--- config.mk ---
export PLATFORM = sky130hd
export DESIGN_NAME = instr_queue_flat
export DESIGN_NICKNAME = d
export VERILOG_FILES = /design/src/rtl/instr_queue_pkg.sv /design/src/rtl/instr_queue_if.sv /design/src/rtl/instr_queue_storage.sv /design/src/rtl/instr_queue.sv /design/src/flat_wrapper.sv
export SDC_FILE = /design/constraint.sdc
export NUM_CORES = 1
export LEC_CHECK = 0
export CORE_MARGIN = 4
export CORE_UTILIZATION = 44
export DETAILED_ROUTE_END_ITERATION = 6
export PLACE_DENSITY = 0.74
export SYNTH_ARGS = -nofsm -noshare
export SYNTH_HDL_FRONTEND = slang
export SYNTH_SLANG_ARGS = --single-unit
--- constraint.sdc ---
create_clock -name clk -period 8.3 [get_ports clk]
set_input_delay 1.66 -clock clk [delete_from_list [all_inputs] [get_ports clk]]
set_output_delay 1.66 -clock clk [all_outputs]
set_load 0.005 [all_outputs]
--- src/rtl/instr_queue_pkg.sv ---
// iq_pkg: shared constants, pointer-width helper and packed entry type for instr_queue (no ports)
package iq_pkg;
  localparam logic [31:0] ARM_NOP = 32'hE1A00000;
  typedef struct packed {
    logic [31:0] instr;
    logic [31:0] pc8;
  } iq_entry_t;
  function automatic int iq_ptr_w(input int depth);
    return $clog2(depth) + 1;
  endfunction
endpackage

--- src/rtl/instr_queue_if.sv ---
// instr_queue_if: fetch/decode bus; master=fetch+decode side (flush, in_valid/in_instr/in_pc8, out_ready), slave=queue (in_ready, out_valid/out_instr/out_pc8, count)
interface instr_queue_if #(
  parameter int WIDTH = 32,
  parameter int PCW = 32,
  parameter int DEPTH = 4
);
  logic flush;
  logic in_valid;
  logic in_ready;
  logic [WIDTH-1:0] in_instr;
  logic [PCW-1:0] in_pc8;
  logic out_valid;
  logic out_ready;
  logic [WIDTH-1:0] out_instr;
  logic [PCW-1:0] out_pc8;
  logic [$clog2(DEPTH+1)-1:0] count;
  modport master (
    output flush, in_valid, in_instr, in_pc8, out_ready,
    input in_ready, out_valid, out_instr, out_pc8, count
  );
  modport slave (
    input flush, in_valid, in_instr, in_pc8, out_ready,
    output in_ready, out_valid, out_instr, out_pc8, count
  );
endinterface

--- src/rtl/instr_queue_storage.sv ---
// iq_storage: unreset DEPTH x W register array; ports clk, we/waddr/wdata write port, raddr/rdata async read port
module iq_storage #(
  parameter int DEPTH = 4,
  parameter int W = 64
) (
  input  logic clk,
  input  logic we,
  input  logic [$clog2(DEPTH)-1:0] waddr,
  input  logic [W-1:0] wdata,
  input  logic [$clog2(DEPTH)-1:0] raddr,
  output logic [W-1:0] rdata
);
  logic [W-1:0] mem [DEPTH];
  always_ff @(posedge clk)
    if (we) mem[waddr] <= wdata;
  assign rdata = mem[raddr];
endmodule

--- src/rtl/instr_queue.sv ---
// instr_queue: fetch-to-decode circular instruction buffer; ports clk, reset (async high), bus (instr_queue_if.slave); optional same-cycle bypass when empty via IQ_BYPASS_EN
module instr_queue
  import iq_pkg::*;
#(
  parameter int WIDTH = 32,
  parameter int PCW = 32,
  parameter int DEPTH = 4,
  parameter logic [WIDTH-1:0] NOP_INSTR = WIDTH'(ARM_NOP)
) (
  input logic clk,
  input logic reset,
  instr_queue_if.slave bus
);
  localparam int PW = iq_ptr_w(DEPTH);
  localparam int AW = PW - 1;
  localparam int CW = $clog2(DEPTH + 1);
  logic [PW-1:0] rd_ptr, wr_ptr;
  logic [CW-1:0] cnt;
  logic empty, full, byp, push, pop, wr_en, rd_adv;
  logic [WIDTH+PCW-1:0] head;
  assign empty = rd_ptr == wr_ptr;
  assign full = (rd_ptr[AW-1:0] == wr_ptr[AW-1:0]) && (rd_ptr[AW] != wr_ptr[AW]);
`ifdef IQ_BYPASS_EN
  assign byp = empty & bus.in_valid & !bus.flush;
`else
  assign byp = 1'b0;
`endif
  assign bus.in_ready = !full & !bus.flush;
  assign bus.out_valid = (!empty | byp) & !bus.flush;
  assign push = bus.in_valid & bus.in_ready;
  assign pop = bus.out_valid & bus.out_ready;
  // a bypassed word that decode takes immediately never touches storage
  assign wr_en = push & !(byp & bus.out_ready);
  assign rd_adv = pop & !empty;
  iq_storage #(.DEPTH(DEPTH), .W(WIDTH + PCW)) u_storage (
    .clk(clk),
    .we(wr_en),
    .waddr(wr_ptr[AW-1:0]),
    .wdata({bus.in_instr, bus.in_pc8}),
    .raddr(rd_ptr[AW-1:0]),
    .rdata(head)
  );
  assign bus.out_instr = !bus.out_valid ? NOP_INSTR : byp ? bus.in_instr : head[WIDTH+PCW-1:PCW];
  assign bus.out_pc8 = !bus.out_valid ? '0 : byp ? bus.in_pc8 : head[PCW-1:0];
  assign bus.count = cnt;
  always_ff @(posedge clk or posedge reset)
    if (reset) begin
      rd_ptr <= '0;
      wr_ptr <= '0;
      cnt <= '0;
    end else if (bus.flush) begin
      rd_ptr <= '0;
      wr_ptr <= '0;
      cnt <= '0;
    end else begin
      rd_ptr <= rd_ptr + PW'(rd_adv);
      wr_ptr <= wr_ptr + PW'(wr_en);
      cnt <= cnt + CW'(wr_en) - CW'(rd_adv);
    end
endmodule

--- src/flat_wrapper.sv ---
// flat-port wrapper written by rule: the top's interface ports become plain ports
module instr_queue_flat import iq_pkg::*;
#(
  parameter int WIDTH = 32,
  parameter int PCW = 32,
  parameter int DEPTH = 4,
  parameter logic [WIDTH-1:0] NOP_INSTR = WIDTH'(ARM_NOP)
)
  (clk, reset, bus_flush, bus_in_valid, bus_in_instr, bus_in_pc8, bus_out_ready, bus_in_ready, bus_out_valid, bus_out_instr, bus_out_pc8, bus_count);
  instr_queue_if #(.WIDTH(WIDTH), .PCW(PCW), .DEPTH(DEPTH)) bus_i ();
  input logic clk;
  input logic reset;
  input wire logic [$bits(bus_i.flush)-1:0] bus_flush;
  input wire logic [$bits(bus_i.in_valid)-1:0] bus_in_valid;
  input wire logic [$bits(bus_i.in_instr)-1:0] bus_in_instr;
  input wire logic [$bits(bus_i.in_pc8)-1:0] bus_in_pc8;
  input wire logic [$bits(bus_i.out_ready)-1:0] bus_out_ready;
  output wire logic [$bits(bus_i.in_ready)-1:0] bus_in_ready;
  output wire logic [$bits(bus_i.out_valid)-1:0] bus_out_valid;
  output wire logic [$bits(bus_i.out_instr)-1:0] bus_out_instr;
  output wire logic [$bits(bus_i.out_pc8)-1:0] bus_out_pc8;
  output wire logic [$bits(bus_i.count)-1:0] bus_count;
  assign bus_i.flush = bus_flush;
  assign bus_i.in_valid = bus_in_valid;
  assign bus_i.in_instr = bus_in_instr;
  assign bus_i.in_pc8 = bus_in_pc8;
  assign bus_i.out_ready = bus_out_ready;
  assign bus_in_ready = bus_i.in_ready;
  assign bus_out_valid = bus_i.out_valid;
  assign bus_out_instr = bus_i.out_instr;
  assign bus_out_pc8 = bus_i.out_pc8;
  assign bus_count = bus_i.count;
  instr_queue #(.WIDTH(WIDTH), .PCW(PCW), .DEPTH(DEPTH), .NOP_INSTR(NOP_INSTR)) u_core (.clk(clk), .reset(reset), .bus(bus_i));
endmodule
==> flow_metrics.py <==
metrics = {
    "global_routing": {
        "track_usage_pct": 14.30,
        "grt_overflow_total": 0,
        "antenna_found_initial": 0,
        "grt_pass1_vias": 5373,
        "grt_pass1_wl_mm": 29.37,
        "grt_max_degree": 67,
    },
    "timing": {
        "slew_violations": 0,
        "rsz0062_at_grt": "no",
        "timing.final.ws_setup_ns": 2.770,
        "setup_viol": 0,
        "fmax_ghz": 0.1808,
        "fin_skew_ns": 0.01834,
        "finalCriticalPeriod_ns": 5.530,
        "slew_headroom_pct": 28.90,
        "worst_slew_pin_slew_ns": 1.064,
        "timing.final.crit_share_pct": 66.63,
        "hold_violations": 0,
        "setup_tns_ns": 0,
    },
    "synth": {
        "yosysSeqAreaShare_pct": 77.04,
        "synthArstFlopShare_pct": 3.396,
        "netlist_area_sq_um": 10270,
        "synth_ff_type": "edfxtp_1",
        "yosysUniqueCellTypes": 28,
        "synth_nets": 535,
        "synth-edff-count": 256,
        "synth-seq-cells": 265,
        "yosys_warnings": 0,
        "synthCells": 461,
        "syn_avg_cell_area_sq_um": 22.28,
    },
    "min_path": {
        "hold_start": "u_core.wr_ptr[2]$_DFF_PP0_",
        "holdCritPathClass": "flop to flop",
        "holdPathEnd": "u_core.wr_ptr[2]$_DFF_PP0_",
        "hold_depth": 2,
    },
    "floorplanning": {
        "die_y_microns": 160.8,
        "rows": 55,
        "ios": 138,
        "core-area_sq_um": 22780,
        "start_util_pct": 45.09,
        "die_area_sq_um": 25850,
        "dieWidth_microns": 160.8,
    },
    "setup_path": {
        "critPathKind": "input port to output port",
        "reg2reg_slack_ns": 4.14,
        "critPathArrivalTime_ns": 3.87,
        "rr_startpoint": "u_core.rd_ptr[0]$_DFF_PP0_",
        "critPathMaxFanout": 65,
        "r2r-end": "u_core.u_storage.mem[3][20]$_DFFE_PP_",
        "reg2reg_depth": 5,
        "crit_path_end_kind": "output port",
        "cp.required_ns": 6.64,
        "worstSetupStartpointType": "input port",
    },
    "finish": {
        "syn_to_final_growth_pct": 24.68,
        "n_fill_cell": 1715,
        "finalNetCount": 686,
        "final_cells": 945,
        "fin_area_sq_um": 12810,
        "antennaDiodeCount": 0,
        "drive_gt1_share_pct": 18.20,
    },
    "clock_tree": {
        "htreeDepth": 1,
        "cts.clk_slew.worst_paths_ns": 0.06,
        "clockBufferDepth": 3,
        "cts_sinks": 265,
        "cts_buffers": 27,
        "ctsResizeCount": 0,
        "cts_setup_buffers": 0,
        "root_buffer": "clkbuf_16",
        "worstSkewPairLatency_ns": 0.51,
        "cts_tree": "yes",
        "cts_hold_buf": 0,
    },
    "route": {
        "vias": 4838,
        "route.met2.wl_mm": 9.664,
        "route.detailed.drc": 0,
        "drt_iter0_drc": 341,
        "ant_nets": 0,
        "top_layer": "met4",
        "wl_met1_mm": 7.607,
        "viasPerCell": 5.120,
        "dr_wl_met3_microns": 939,
        "routed_wl_mm": 18.60,
        "drtPass1Iterations": 4,
        "wl_per_cell_microns": 19.69,
    },
    "pwr": {
        "p_per_area_nw_per_um2": 251.8,
        "peakVddDrop_v": 0.0002147,
        "fin_total_pwr_mw": 3.225,
        "p_leak_nw": 4.027,
    },
    "placement": {
        "hpwl_mm": 10.71,
        "dpl-instance-area_sq_um": 11950,
        "gp_congestion": 0.6932,
        "numPlacedInstances": 896,
        "post-place-ws_ns": 2.684,
        "placement.io_buffers": 137,
    },
    "run_status": {
        "status": "complete, no violations",
    },
    "job": {
        "drv.max_cap_violation_count": 0,
    },
}
==> cell type report <==
cell class / count / area, sq um / share of cell area [%]
Clock buffer: 42 / 772.0 / 6.028
Inverter: 5 / 18.77 / 0.1466
Timing Repair Buffer: 145 / 1431 / 11.18
Clock inverter: 7 / 80.08 / 0.6253
Sequential cell: 265 / 7920 / 61.85
Multi-Input combinational cell: 168 / 2192 / 17.12
Tap cell: 313 / 391.6 / 3.058
==> cell usage after synthesis, types with 2 or more instances <==
cell | count | area [sq um]
buf_6 | 10 | 112.6
nor3_1 | 2 | 10.01
ha_1 | 4 | 50.05
nor3b_1 | 3 | 22.52
buf_2 | 11 | 55.05
a31oi_1 | 2 | 12.51
mux4_2 | 64 | 1441
nor2b_1 | 63 | 394.1
inv_1 | 5 | 18.77
or2_1 | 6 | 37.54
dfrtp_1 | 9 | 225.2
edfxtp_1 | 256 | 7687
xor2_1 | 3 | 26.28
nor2_1 | 5 | 18.77
xnor2_1 | 5 | 43.79
==> state kept, by name, summed over array words and instances, names as in the netlist <==
signal / cells
u_core.bus.count: 3
u_core.u_storage.mem: 256
u_core.wr_ptr: 3
u_core.rd_ptr: 3
==> stage by stage <==
| step | hold WS, ns | util [%] |
|---|---|---|
| finish | 0.6177 | 56.22 |
| global route | 0.6657 | 56.22 |
| CTS | 0.6201 | 56.22 |
| detailed placement | 0.6077 | 52.48 |
| floorplan | 0.5648 | - |
| global placement | 0.5880 | 52.48 |
==> report_power, final <==
| part | internal [mW] | leakage (nW) | switching (mW) |
|---|---|---|---|
| combinational | 0.331 | 1.17 | 0.190 |
| sequential | 1.50 | 2.44 | 0.0533 |
| clock | 0.696 | 0.413 | 0.451 |
==> metal layers <==
| layer | global-route usage [%] | vias up |
|---|---|---|
| met4 | 3.528 | 0 |
| met3 | 3.156 | 24 |
| li1 | - | 2165 |
| met5 | 0 | - |
| met2 | 25.38 | 119 |
| met1 | 18.04 | 2530 |
==> placed cells by master, fill, tap and decap left out, types with 2 or more instances in the layout <==
master             n
edfxtp_1         256
clkdlybuf4s50_1  137
mux4_2            64
nor2b_1           63
clkbuf_16         27
clkbuf_1          11
buf_4              8
dfrtp_1            7
or2_1              6
xnor2_1            5
inv_1              5
nor2_1             4
ha_1               4
clkinv_1           4
clkbuf_8           4
xor2_1             3
a31oi_1            2
nor3b_2            2
bufinv_16          2
dfrtp_4            2
==> critical path, cell delays in order <==
cell,delay [ns]
clkdlybuf4s50_1,0.77
a31o_4,0.70
or2_1,0.21
clkdlybuf4s50_1,0.50
==> cell families (layout without fill, tap and decap cells) <==
logic type | after synthesis | after routing | synth area share (%)
flip-flops | 265 | 265 | 77.04
AND/OR/NAND/NOR | 85 | 85 | 5.092
multiplexers | 64 | 64 | 14.03
buffers and inverters | 28 | 199 | 1.925
XOR/XNOR | 9 | 9 | 0.8406
adder cells (fa/ha/maj) | 5 | 5 | 0.6822
AO/OA/AOI/OAI | 5 | 5 | 0.3898
==> worst max path at each step <==
stage,slack [ns],start,cells after the start,to
floorplan,0.81,bus_flush,3,u_core.u_storage.mem[1][0]$_DFFE_PP_
global placement,2.79,bus_flush,4,bus_out_instr[29]
detailed placement,2.68,bus_flush,4,bus_out_instr[21]
CTS,2.57,u_core.rd_ptr[0]$_DFF_PP0_,5,bus_out_instr[21]
global route,2.39,u_core.rd_ptr[0]$_DFF_PP0_,5,bus_out_instr[21]
finish,2.77,bus_flush,4,bus_out_instr[21]
(Power assumes the default switching activity.)
